**config.mk**
```make
export PLATFORM = sky130hd
export DESIGN_NAME = mem_stage
export DESIGN_NICKNAME = d
export VERILOG_FILES = /design/src/rtl/mem_stage_pkg.sv /design/src/rtl/mem_lane_align.sv /design/src/rtl/mem_stage.sv
export SDC_FILE = /design/constraint.sdc
export NUM_CORES = 1
export LEC_CHECK = 0
export ABC_AREA = 1
export CAP_MARGIN = 20
export CORE_MARGIN = 5
export CORE_UTILIZATION = 40
export DETAILED_ROUTE_END_ITERATION = 8
export PLACE_DENSITY = 0.73
export SETUP_SLACK_MARGIN = 0.5
export SYNTH_ARGS = -nofsm -noshare
export SYNTH_HDL_FRONTEND = slang
export SYNTH_SLANG_ARGS = --single-unit
```
**constraint.sdc**
```tcl
create_clock -name clk -period 5.12 [get_ports clk]
set_clock_uncertainty 0.05 [all_clocks]
set_input_delay 1.536 -clock clk [delete_from_list [all_inputs] [get_ports clk]]
set_output_delay 1.536 -clock clk [all_outputs]
set_load 0.01 [all_outputs]
```
**src/rtl/mem_stage_pkg.sv**
```systemverilog
// Shared rv32i definitions used by the memory stage: one-hot opcode bit
// positions, funct3 access-size codes and the alignment rule.
package mem_stage_pkg;

  localparam int RV_OPCODE_WIDTH = 11;

  localparam int OPC_RTYPE  = 0;
  localparam int OPC_ITYPE  = 1;
  localparam int OPC_LOAD   = 2;
  localparam int OPC_STORE  = 3;
  localparam int OPC_BRANCH = 4;
  localparam int OPC_JAL    = 5;
  localparam int OPC_JALR   = 6;
  localparam int OPC_LUI    = 7;
  localparam int OPC_AUIPC  = 8;
  localparam int OPC_SYSTEM = 9;
  localparam int OPC_FENCE  = 10;

  localparam logic [2:0] FUNCT3_B  = 3'b000;
  localparam logic [2:0] FUNCT3_H  = 3'b001;
  localparam logic [2:0] FUNCT3_W  = 3'b010;
  localparam logic [2:0] FUNCT3_BU = 3'b100;
  localparam logic [2:0] FUNCT3_HU = 3'b101;

  // Halfwords must sit on even addresses and words on multiples of four.
  function automatic logic misaligned_access(input logic [2:0] funct3,
                                             input logic [1:0] addr_lo);
    case (funct3)
      FUNCT3_H, FUNCT3_HU: return addr_lo[0];
      FUNCT3_W:            return addr_lo != 2'b00;
      default:             return 1'b0;
    endcase
  endfunction

endpackage

```
**src/rtl/mem_lane_align.sv**
```systemverilog
// Byte-lane steering for stores and lane extraction plus sign/zero
// extension for loads. Purely combinational so the D-cache can reuse it.
module mem_lane_align
  import mem_stage_pkg::*;
(
  input  logic [2:0]  funct3,
  input  logic [1:0]  byte_off,
  input  logic [31:0] store_data,
  input  logic [31:0] load_word,
  output logic [3:0]  sel,
  output logic [31:0] store_lanes,
  output logic [31:0] load_data
);

  logic [31:0] shifted;

  // Select byte enables, replicate store data, and align/extend load data.
  always_comb begin
    sel         = 4'b0000;
    store_lanes = 32'h0;
    load_data   = 32'h0;
    shifted     = load_word >> {byte_off, 3'b000};
    case (funct3)
      FUNCT3_B, FUNCT3_BU: begin
        sel         = 4'b0001 << byte_off;
        store_lanes = {4{store_data[7:0]}};
        load_data   = (funct3 == FUNCT3_BU) ? {24'h0, shifted[7:0]}
                                            : {{24{shifted[7]}}, shifted[7:0]};
      end
      FUNCT3_H, FUNCT3_HU: begin
        sel         = byte_off[1] ? 4'b1100 : 4'b0011;
        store_lanes = {2{store_data[15:0]}};
        load_data   = (funct3 == FUNCT3_HU) ? {16'h0, shifted[15:0]}
                                            : {{16{shifted[15]}}, shifted[15:0]};
      end
      default: begin
        sel         = 4'b1111;
        store_lanes = store_data;
        load_data   = load_word;
      end
    endcase
  end

endmodule

```
**src/rtl/mem_stage.sv**
```systemverilog
// rv32i memory stage: registers ALU results, or runs one Wishbone
// load/store per instruction while stalling execute.
module mem_stage
  import mem_stage_pkg::*;
#(
  parameter int OPCODE_WIDTH = RV_OPCODE_WIDTH
) (
  input  logic                    clk,
  input  logic                    reset,
  input  logic                    i_ce,
  input  logic [OPCODE_WIDTH-1:0] i_opcode,
  input  logic [2:0]              i_funct3,
  input  logic [31:0]             i_rd,
  input  logic [31:0]             i_rs2,
  input  logic [4:0]              i_rd_addr,
  input  logic                    i_wr_reg_valid,
  input  logic                    i_stall,
  input  logic                    i_flush,
  output logic                    o_stall,
  output logic                    o_ce,
  output logic [OPCODE_WIDTH-1:0] o_opcode,
  output logic [31:0]             o_rd,
  output logic [4:0]              o_rd_addr,
  output logic                    o_wr_reg_valid,
  output logic                    o_misaligned,
  output logic                    o_wb_cyc,
  output logic                    o_wb_stb,
  output logic                    o_wb_we,
  output logic [31:0]             o_wb_addr,
  output logic [31:0]             o_wb_data,
  output logic [3:0]              o_wb_sel,
  input  logic                    i_wb_ack,
  input  logic                    i_wb_stall,
  input  logic [31:0]             i_wb_data
);

  typedef enum logic [1:0] {IDLE, REQ, WAIT, DONE} state_t;

  state_t      state, state_next;
  logic        is_load, is_store, is_mem;
  logic        accept, misaligned, bus_done;
  logic [2:0]  funct3_q;
  logic [1:0]  addr_lo_q;
  logic        load_q;
  logic [2:0]  align_funct3;
  logic [1:0]  align_off;
  logic [3:0]  lane_sel;
  logic [31:0] lane_store, lane_load;

  assign is_load    = i_opcode[OPC_LOAD];
  assign is_store   = i_opcode[OPC_STORE];
  assign is_mem     = is_load || is_store;
  assign o_stall    = (state != IDLE) || (i_stall && o_ce);
  assign accept     = (state == IDLE) && i_ce && !o_stall && !i_flush;
  assign misaligned = misaligned_access(i_funct3, i_rd[1:0]);
  assign bus_done   = ((state == REQ) && !i_wb_stall && i_wb_ack) ||
                      ((state == WAIT) && i_wb_ack);

  // The aligner sees the incoming access in IDLE (store steering) and the
  // latched access afterwards (load extraction).
  assign align_funct3 = (state == IDLE) ? i_funct3 : funct3_q;
  assign align_off    = (state == IDLE) ? i_rd[1:0] : addr_lo_q;

  mem_lane_align u_align (
    .funct3      (align_funct3),
    .byte_off    (align_off),
    .store_data  (i_rs2),
    .load_word   (i_wb_data),
    .sel         (lane_sel),
    .store_lanes (lane_store),
    .load_data   (lane_load)
  );

  // State register.
  always_ff @(posedge clk or negedge reset) begin
    if (!reset) state <= IDLE;
    else        state <= state_next;
  end

  // Next-state: aligned memory ops walk REQ/WAIT/DONE, everything else stays in IDLE.
  always_comb begin
    state_next = state;
    case (state)
      IDLE: if (accept && is_mem && !misaligned) state_next = REQ;
      REQ:  if (!i_wb_stall) state_next = i_wb_ack ? DONE : WAIT;
      WAIT: if (i_wb_ack) state_next = DONE;
      DONE: if (!i_stall) state_next = IDLE;
      default: state_next = IDLE;
    endcase
  end

  // Output and bus registers; everything holds while writeback stalls a valid result.
  always_ff @(posedge clk or negedge reset) begin
    if (!reset) begin
      o_ce           <= 1'b0;
      o_opcode       <= '0;
      o_rd           <= 32'h0;
      o_rd_addr      <= 5'h0;
      o_wr_reg_valid <= 1'b0;
      o_misaligned   <= 1'b0;
      o_wb_cyc       <= 1'b0;
      o_wb_stb       <= 1'b0;
      o_wb_we        <= 1'b0;
      o_wb_addr      <= 32'h0;
      o_wb_data      <= 32'h0;
      o_wb_sel       <= 4'h0;
      funct3_q       <= 3'h0;
      addr_lo_q      <= 2'h0;
      load_q         <= 1'b0;
    end else begin
      o_misaligned <= 1'b0;
      case (state)
        IDLE: begin
          if (!o_stall) begin
            o_ce           <= 1'b0;
            o_wr_reg_valid <= 1'b0;
            if (accept) begin
              o_opcode  <= i_opcode;
              o_rd_addr <= i_rd_addr;
              o_rd      <= i_rd;
              if (is_mem && misaligned) begin
                o_ce         <= 1'b1;
                o_misaligned <= 1'b1;
              end else if (is_mem) begin
                o_wb_cyc       <= 1'b1;
                o_wb_stb       <= 1'b1;
                o_wb_we        <= is_store;
                o_wb_addr      <= {i_rd[31:2], 2'b00};
                o_wb_data      <= lane_store;
                o_wb_sel       <= lane_sel;
                funct3_q       <= i_funct3;
                addr_lo_q      <= i_rd[1:0];
                load_q         <= is_load;
                o_wr_reg_valid <= is_load && i_wr_reg_valid;
              end else begin
                o_ce           <= 1'b1;
                o_wr_reg_valid <= i_wr_reg_valid;
              end
            end
          end
        end
        REQ, WAIT: begin
          if ((state == REQ) && !i_wb_stall) o_wb_stb <= 1'b0;
          if (bus_done) begin
            o_wb_cyc <= 1'b0;
            o_wb_stb <= 1'b0;
            o_ce     <= 1'b1;
            if (load_q) o_rd <= lane_load;
          end
        end
        DONE: begin
          if (!i_stall) begin
            o_ce           <= 1'b0;
            o_wr_reg_valid <= 1'b0;
          end
        end
        default: ;
      endcase
    end
  end

endmodule

```
==> metrics.md <==
| Metric | Value |
|---|---|
| Final wirelength | about 22000 um |
| Sum of net half-perimeters after detailed placement | 15700 um |
| Commonest register cell after synthesis | sky130_fd_sc_hd__dfrtp_1 |
| Register bit count reported by yosys | about 130 |
| Final layout net count | approximately 1300 |
| Cells after Synth | 904 |
| Vias per inst | slightly below 5 |
| Kind of critical path | primary input to output port |
| Deepest clock path buffer count | 2 |
| Cell depth of the worst hold path | 2 |
| Horizontal die dimension | about 140 um |
| Die boundary height | 139 um |
| Pre-Repair DR Iteration Count | 7 |
| Source-to-sink clock delay at the later pin of the worst-skew pair | 400 ps |
| Final hold violations | 0 |
| Initial antenna violation count | 0 |
| Post-detailed-route wirelength per cell | between 15 and 20 um |
| Layout-stage area growth over the synthesis result | 49.5% |
| Static leakage power | between 4 and 5 nW |
| Starting Density | roughly 40% |
| Avg Inst Size Synth | between 7 and 8 sq um |
| Place WS | 796 ps |
| Post-route antenna net violation count | 0 |
| Share of the clock period used by the worst path | 84.4% |
| Endpoint arrival time on the critical path | approximately 2700 ps |
| CTS HTree Levels | 4 |
| Leading area contributor after synthesis | sky130_fd_sc_hd__dfrtp_1 |
| Final RePlAce weighted congestion | 0.918 |
| Cell chosen for the clock root | sky130_fd_sc_hd__clkbuf_16 |
| Setup crit start | i_stall |
| Post-synthesis cell area | roughly 0.0066 sq mm |
| Worst hold path type | flip-flop to flip-flop |
| Final std cells w/o fill | 1360 |
| Unique masters post-synth | 31 |
| Min-delay src | o_wb_data[4]$_DFFE_PN0P_ |
| Final setup slack of the worst path | between 700 and 800 ps |
| Slew Limit Headroom | roughly half |
| Area fraction of the dominant cell type after synthesis | 48.4% |
| Share of the yosys chip area belonging to registers | a little under 50% |
| Unrepaired setup endpoints after global routing | false |
| Diodes inserted | 0 |
| Overall Global Routing Usage | around 22% |
| Crit end category | output port |
| Count of buffers inserted at the top-level ports | 243 |
| CTS-repair resized insts | 0 |
| Final-report setup violation count | 0 |
| Area of the core | between 0.015 and 0.02 sq mm |
| Vias post-DR | roughly 6700 |
| Setup bufs post-CTS | 0 |
| Final sum of negative setup slack | 0 ps |
| Via count of the first global-routing pass | 6557 |
| Clock tree from TritonCTS | yes |
| Top post-synthesis cells by count | sky130_fd_sc_hd__nand2_1, sky130_fd_sc_hd__dfrtp_1, sky130_fd_sc_hd__a21oi_1, sky130_fd_sc_hd__inv_1, sky130_fd_sc_hd__o21ai_0 |
| Number of flops mapped to enable cells by yosys | 0 |
| Yosys warns | 0 |
| Overall power consumption | ~0.0069 W |
| Count of routing violations after the opening detailed-route iteration | roughly 390 |
| Total power per unit cell area | around 700 mW/mm^2 |
| First-pass GRT wire length | 34900 um |
| Worst Path Max Fanout | 4 |
| Floorplan die area | between 0.015 and 0.02 sq mm |
| Remaining Overflow, GRT | 0 |
| Max_cap viols | 0 |
| Endpoint, Worst Hold | o_wb_data[4]$_DFFE_PN0P_ |
| Std cell rows | between 40 and 50 |
| Register-to-Register Path Depth | 11 |
| CTS buffer count | 17 |
| Final cell area excluding filler cells | just under 0.01 sq mm |
| Count of hold-fix buffers inserted at cts | 0 |
| Largest net degree at the start of global routing | 79 |
| Remaining design rule violation count | 0 |
| Largest cells by area after synthesis | sky130_fd_sc_hd__dfrtp_1, sky130_fd_sc_hd__nand2_1, sky130_fd_sc_hd__a21oi_1 |
| Flop-to-flop setup slack | 2080 ps |
| Critical path launch point type | primary input |
| Fraction of layout instances using a drive strength above 1 | 6.93% |
| Shortest clock period the worst path allows after layout | around 4300 ps |
| Clk slew on worst S/H paths | approximately 60 ps |
| Total of fill cells in the finished design | around 1500 |
| Top-level port count | ~250 |
| Max-slew violation total from the final report | 0 |
| Post-placement cell count | 1327 |
| Worst Tran Pin Value | approximately 720 ps |
| R2R Path Start | state[0]$_DFFE_PN0P_ |
| R2R Path End | o_rd[9]$_DFFE_PN0P_ |
| Outcome | finished, final reports clean |
| Instance area after placement | around 0.0092 sq mm |
| Peak supply drop | between 0.3 and 0.4 mV |
| Timing-limited maximum frequency | 0.231 GHz |
| Crit path required time | 3530 ps |
| Most common cell in the netlist | sky130_fd_sc_hd__nand2_1 |
| Share of flip-flops with an asynchronous set or reset after synthesis | between 90% and 100% |
| CTS sink cnt | 128 |
==> layout by cell type, fill, tap and decap left out, types with 6 or more instances in the layout <==
master and count:
sky130_fd_sc_hd__inv_2 7, sky130_fd_sc_hd__clkdlybuf4s50_1 242, sky130_fd_sc_hd__bufinv_16 6, sky130_fd_sc_hd__nand2_1 350, sky130_fd_sc_hd__nand3_1 54, sky130_fd_sc_hd__o21ai_0 57
sky130_fd_sc_hd__nand2_2 7, sky130_fd_sc_hd__or2_2 13, sky130_fd_sc_hd__buf_4 6, sky130_fd_sc_hd__inv_1 70, sky130_fd_sc_hd__dfrtp_1 128, sky130_fd_sc_hd__a21oi_1 77
sky130_fd_sc_hd__a31oi_1 17, sky130_fd_sc_hd__nor2_1 41, sky130_fd_sc_hd__clkbuf_16 17
==> final cells by class <==
type                            count  area [sq um]  area share (%)
Clock buffer                       19           453            4.58
Clock inverter                     13           233            2.35
Inverter                           78           293            2.96
Multi-Input combinational cell    651          2920            29.5
Sequential cell                   128          3200            32.4
Tap cell                          220           275            2.78
Timing Repair Buffer              251          2520            25.4
==> cells by family (layout without fill, tap and decap cells) <==
group / Yosys count / after routing / synth area share (%)
simple gates: 482 / 482 / 30.0
compound gates: 162 / 162 / 12.9
flops: 128 / 128 / 48.4
buf+inv: 126 / 361 / 7.73
fa+ha+maj: 5 / 5 / 0.945
other cells: 1 / 2 / 0.0566
==> worst max path at each step <==
stage                    to
finish              o_stall
global route        o_stall
CTS                 o_stall
detailed placement  o_stall
global placement    o_stall
floorplan           o_stall
==> report_power, final <==
| part | internal, W | total (W) | switching [W] | leakage [nW] |
|---|---|---|---|---|
| clock | 0.000941 | 0.00139 | 0.000454 | 0.322 |
| combinational | 0.00163 | 0.00375 | 0.00211 | 2.92 |
| sequential | 0.00151 | 0.00177 | 0.000262 | 1.56 |
| total | 0.00408 | 0.00691 | 0.00283 | 4.81 |
==> per-stage QoR <==
stage,hold slack (ps),util (%)
after CTS,422,60.2
after global placement,402,56.0
after floorplan,392,-
after global routing,443,60.3
after detailed placement,409,56.0
final,418,60.3
==> critical path, stage by stage <==
cell                              delay [ps]
sky130_fd_sc_hd__clkdlybuf4s50_1         480
sky130_fd_sc_hd__nand2_1                 110
sky130_fd_sc_hd__nand2_1                  80
sky130_fd_sc_hd__clkdlybuf4s50_1         540
==> routing by layer <==
metal / vias up / part of all wire (%) / global-route usage (%)
li1: 3328 / - / -
met1: 3092 / 43 / 27.9
met2: 277 / 47 / 36.8
met3: 22 / 9.0 / 8.21
met4: 0 / 1.5 / 6.18
met5: - / 0 / 0
==> sequential cells by signal, summed over array words and instances, names as in the netlist, 2 cells and up <==
name,cells
o_wb_addr,30
o_opcode,11
o_rd,32
state,2
o_wb_data,32
o_rd_addr,5
addr_lo_q,2
o_wb_sel,4
funct3_q,3
(Power assumes the default switching activity.)
